==> src/rtl/cpu_alu_ctr.sv <==
// Decode-stage main control and ALU control, with the ID/EX control bundle register.
// Define CPU_ALU_CTR_IMM_LOGIC_EN to decode andi/ori/slti (alu_op 11) instead of flagging them illegal.
module cpu_alu_ctr (
  input  logic        clk,
  input  logic        rst,
  input  logic [31:0] instruction,
  input  logic        bubble,
  output logic        regdst_flag,
  output logic        alusrc_flag,
  output logic        memtoreg_flag,
  output logic        regwrite_flag,
  output logic        memread_flag,
  output logic        memwrite_flag,
  output logic        branch_flag,
  output logic [1:0]  alu_op,
  output logic [3:0]  alu_cmd,
  output logic        illegal,
  output logic [3:0]  ctr_ex_q,
  output logic [2:0]  ctr_m_q,
  output logic [1:0]  ctr_wb_q,
  output logic [3:0]  alu_cmd_q
);

  localparam logic [5:0] OP_RTYPE = 6'b000000;
  localparam logic [5:0] OP_LW    = 6'b100011;
  localparam logic [5:0] OP_SW    = 6'b101011;
  localparam logic [5:0] OP_BEQ   = 6'b000100;
  localparam logic [5:0] OP_ADDI  = 6'b001000;
  localparam logic [5:0] OP_ANDI  = 6'b001100;
  localparam logic [5:0] OP_ORI   = 6'b001101;
  localparam logic [5:0] OP_SLTI  = 6'b001010;

  localparam logic [3:0] CMD_AND = 4'b0000;
  localparam logic [3:0] CMD_OR  = 4'b0001;
  localparam logic [3:0] CMD_ADD = 4'b0010;
  localparam logic [3:0] CMD_SUB = 4'b0110;
  localparam logic [3:0] CMD_SLT = 4'b0111;
  localparam logic [3:0] CMD_NOR = 4'b1100;

  logic [5:0] opcode;
  logic [5:0] funct;
  logic [3:0] funct_cmd;
  logic       funct_ok;
  logic [3:0] ctr_ex_d;
  logic [2:0] ctr_m_d;
  logic [1:0] ctr_wb_d;

  assign opcode = instruction[31:26];
  assign funct  = instruction[5:0];

  always_comb begin
    funct_cmd = CMD_ADD;
    funct_ok  = 1'b1;
    case (funct)
      6'b100000: funct_cmd = CMD_ADD;
      6'b100010: funct_cmd = CMD_SUB;
      6'b100100: funct_cmd = CMD_AND;
      6'b100101: funct_cmd = CMD_OR;
      6'b100111: funct_cmd = CMD_NOR;
      6'b101010: funct_cmd = CMD_SLT;
      default:   funct_ok  = 1'b0;
    endcase
  end

  // The all-zero nop would otherwise decode as an R-type sll with an unsupported funct.
  always_comb begin
    regdst_flag   = 1'b0;
    alusrc_flag   = 1'b0;
    memtoreg_flag = 1'b0;
    regwrite_flag = 1'b0;
    memread_flag  = 1'b0;
    memwrite_flag = 1'b0;
    branch_flag   = 1'b0;
    alu_op        = 2'b00;
    illegal       = 1'b0;
    if (instruction != 32'h0000_0000) begin
      case (opcode)
        OP_RTYPE: begin
          regdst_flag   = 1'b1;
          regwrite_flag = 1'b1;
          alu_op        = 2'b10;
          illegal       = ~funct_ok;
        end
        OP_LW: begin
          alusrc_flag   = 1'b1;
          memtoreg_flag = 1'b1;
          regwrite_flag = 1'b1;
          memread_flag  = 1'b1;
        end
        OP_SW: begin
          alusrc_flag   = 1'b1;
          memwrite_flag = 1'b1;
        end
        OP_BEQ: begin
          branch_flag = 1'b1;
          alu_op      = 2'b01;
        end
        OP_ADDI: begin
          alusrc_flag   = 1'b1;
          regwrite_flag = 1'b1;
        end
`ifdef CPU_ALU_CTR_IMM_LOGIC_EN
        OP_ANDI, OP_ORI, OP_SLTI: begin
          alusrc_flag   = 1'b1;
          regwrite_flag = 1'b1;
          alu_op        = 2'b11;
        end
`endif
        default: illegal = 1'b1;
      endcase
    end
  end

  always_comb begin
    alu_cmd = CMD_ADD;
    case (alu_op)
      2'b00: alu_cmd = CMD_ADD;
      2'b01: alu_cmd = CMD_SUB;
      2'b10: alu_cmd = funct_cmd;
      default: begin
`ifdef CPU_ALU_CTR_IMM_LOGIC_EN
        case (opcode)
          OP_ANDI: alu_cmd = CMD_AND;
          OP_ORI:  alu_cmd = CMD_OR;
          OP_SLTI: alu_cmd = CMD_SLT;
          default: alu_cmd = CMD_ADD;
        endcase
`else
        alu_cmd = CMD_ADD;
`endif
      end
    endcase
  end

  assign ctr_ex_d = {regdst_flag, alu_op, alusrc_flag};
  assign ctr_m_d  = {branch_flag, memread_flag, memwrite_flag};
  assign ctr_wb_d = {regwrite_flag, memtoreg_flag};

  // ID/EX boundary: reset beats bubble; both leave a nop bundle behind.
  always_ff @(posedge clk) begin
    if (rst) begin
      ctr_ex_q  <= '0;
      ctr_m_q   <= '0;
      ctr_wb_q  <= '0;
      alu_cmd_q <= '0;
    end else if (bubble) begin
      ctr_ex_q  <= '0;
      ctr_m_q   <= '0;
      ctr_wb_q  <= '0;
      alu_cmd_q <= '0;
    end else begin
      ctr_ex_q  <= ctr_ex_d;
      ctr_m_q   <= ctr_m_d;
      ctr_wb_q  <= ctr_wb_d;
      alu_cmd_q <= alu_cmd;
    end
  end

endmodule

==> config.mk <==
export PLATFORM = sky130hd
export DESIGN_NAME = cpu_alu_ctr
export DESIGN_NICKNAME = d
export VERILOG_FILES = /design/src/rtl/cpu_alu_ctr.sv
export SDC_FILE = /design/constraint.sdc
export NUM_CORES = 1
export LEC_CHECK = 0
export ABC_AREA = 1
export CAP_MARGIN = 25
export CORE_MARGIN = 3
export CORE_UTILIZATION = 32
export DETAILED_ROUTE_END_ITERATION = 16
export MAX_ROUTING_LAYER = met4
export PLACE_DENSITY_LB_ADDON = 0.2
export REMOVE_ABC_BUFFERS = 1
export SYNTH_ARGS = -nofsm -noshare
export SYNTH_HDL_FRONTEND = slang
export SYNTH_SLANG_ARGS = --single-unit
==> constraint.sdc <==
create_clock -name clk -period 2.4 [get_ports clk]
set_input_delay 0.48 -clock clk [delete_from_list [all_inputs] [get_ports clk]]
set_output_delay 0.48 -clock clk [all_outputs]
set_load 0.05 [all_outputs]
==> reports/qor.yml <==
min_path:
  hold_class: "input pin to register"
  whs_path_depth: 5
placed_design:
  routabilityCongestion: 0.692
  hpwlAfterDp_mm: 2.11
  dp_slack_ns: -0.471
  placed_cells: 227
  portBuffers: 61
sta:
  layout_min_cycle_time_ns: 2.37
  setup_viol: 0
  worstMarginPinSlew_ns: 0.511
  tns_ns: 0
  final_hold_viol_count: 0
  slew-limit-headroom: 0.658
  rsz0062_at_grt: "yes"
  finalCritPeriodShare: 0.987
  fmax_mhz: 422
  maxSlewViolCount: 0
  fin_ws_ns: 0.0301
clocking:
  cts.sinks: 11
  cts_tree: "done"
  cts_root_buf: "clkbuf_4"
  cts_max_level: 1
  numCtsBuffers: 3
  clk_path_buf_depth: 2
  path_clk_slew_ns: 0.07
critical_path:
  critical_path_depth: 12
  worst_setup_path_end_kind: "primary output"
  crit_chain: "clkdlybuf4s15_1 -> nor2_1 -> nand2_1 -> nor2_2 -> nand2_2 -> o21ai_4 -> inv_2 -> ha_4 -> inv_4 -> nand2_4 -> nand2_4 -> buf_12"
  slowest_stage: "ha_4"
  critPathBufInv: 4
  path_delay_family: "simple AND/OR/NAND/NOR gates"
  timing.critical_path.mode_cell: "nand2_4"
  crit_path_max_incr_delay_ns: 0.34
  start_kind: "input pin"
  cp_max_fo: 6
  path_class: "input pin to primary output"
  worstPathRequired_ns: 1.92
  arrival_ns: 1.89
synth:
  syn_area_um2: 769
  yosysTopAreaCellShare: 0.286
  synthCells: 122
  synth_seq_cells: 11
  synth.area.top_cells: "dfxtp_1 (29%), nor2_1 (16%), nand2_1 (10%)"
  yosys.area.top_type: "dfxtp_1"
  seq_area_frac_synth: 0.286
  syn_avg_cell_area_um2: 6.31
  synth.distinct_cells: 22
  yosysWarnings: 0
die:
  core_um2: 2250
  core.rowCount: 17
  dieArea_um2: 3030
  die_w_um: 55.0
  initial_core_util: 0.341
  io_pins: 62
  die_height_um: 55.0
flow_run:
  maxCapViolCount: 0
routing:
  drtPass1Iterations: 4
  drt-total-wl_mm: 3.13
  drc: 0
  viasPerCell: 4.81
  wl_per_cell_um: 12.9
  vias: 1170
  drt_iter0_markers: 10
  ant_nets: 0
pwr:
  pwr-share-seq: 0.401
  swShare: 0.296
  p_sw_uw: 136
  p_leak_uw: 0.000866
  cellPowerDensity_nw_per_um2: 262
  p_clk_frac: 0.271
  vdd_drop_max_uv: 182
  p_comb_frac: 0.327
  p_int_uw: 323
global_routing:
  gr-total-overflow: 0
  grt_pass1_wl_mm: 4.55
  grt_pass1_vias: 1083
  grtUsageTotal: 0.214
  grt_max_degree: 11
  antenna_found_initial: 0
finish:
  syn_to_final_growth_pct: 128
  drive_above_1_share: 0.558
  final_common_cell: "buf_4"
  final_cell_mix: "buf_4 (33), nor2_1 (26), buf_2 (19), nand2_1 (16), clkdlybuf4s50_1 (15)"
  nNetsFinal: 254
  final_core_util: 0.777
  antenna_cells: 0
  final_cells: 243
status:
  outcome: "finished clean"
==> power by group through the flow <==
stage | Clock [µW] | Combinational (µW) | Sequential (µW)
finish | 124 | 150 | 184
global route | 131 | 160 | 184
CTS | 127 | 147 | 184
detailed placement | 0 | 150 | 189
global placement | 0 | 145 | 189
floorplan | 0 | 44.0 | 195
==> synth_stat cells <==
| library cell | n |
|---|---|
| a21oi_1 | 2 |
| buf_4 | 4 |
| clkinv_1 | 1 |
| dfxtp_1 | 11 |
| ha_1 | 3 |
| inv_1 | 13 |
| inv_2 | 4 |
| nand2_1 | 21 |
| nand2_2 | 2 |
| nand3_1 | 9 |
| nand3b_1 | 1 |
| nand4_1 | 3 |
| nor2_1 | 32 |
| nor2_2 | 7 |
| nor2_4 | 1 |
| nor3_1 | 2 |
| nor3_2 | 1 |
| nor4_1 | 1 |
| o2111ai_1 | 1 |
| o21ai_2 | 1 |
| o21ai_4 | 1 |
| or2_1 | 1 |
==> cell families after synthesis <==
logic type | after synthesis | synth area share
and+or+nand+nor | 81 | 0.481
AOI/OAI and AO/OA | 5 | 0.0569
DFF | 11 | 0.286
buffers and inverters | 22 | 0.127
adders and majority gates | 3 | 0.0488
==> worst paths after layout <==
path / startpoint / end / slack, ns
worst min-delay path: instruction[31] / ctr_m_q[0] / 0.60
worst max-delay path: instruction[18] / alu_cmd[2] / 0.03
==> layer usage <==
metal	track usage	wire length, µm	part of all wire
met1	0.232	1190	0.38
met3	0.0241	179	0.057
met2	0.396	1680	0.54
met4	0.0850	77	0.025
met5	-	0	0
==> registers in the layout (all words and copies together) (netlist names) <==
register and flops:
alu_cmd_q 4, ctr_ex_q 3, ctr_m_q 3, ctr_wb_q 1
==> stage by stage <==
step / hold slack, ns / power, µW / area [µm²]
after floorplan: 0.657 / 238 / 739
after global placement: 1.13 / 334 / 1650
after detailed placement: 1.14 / 339 / 1650
after CTS: 0.609 / 458 / 1740
after global routing: 0.623 / 475 / 1750
final: 0.597 / 459 / 1750
==> what timing repair did <==
action / CTS / global route
cloned: 0 / 0
pin swaps: 33 / 21
endpoints found under the setup margin: 8 / 5
gates resized for setup: 110 / 30
hold buffers: 0 / 0
setup buffers: 12 / 0
==> final cells by class <==
class / count / area, µm²
timing repair buffer: 93 / 826
multi-input combinational: 89 / 573
fill: 160 / 503
sequential: 11 / 220
inverter: 18 / 71.3
tap: 28 / 35.0
clock buffer: 4 / 26.3
No activity file was read; power rests on OpenSTA's default activity.
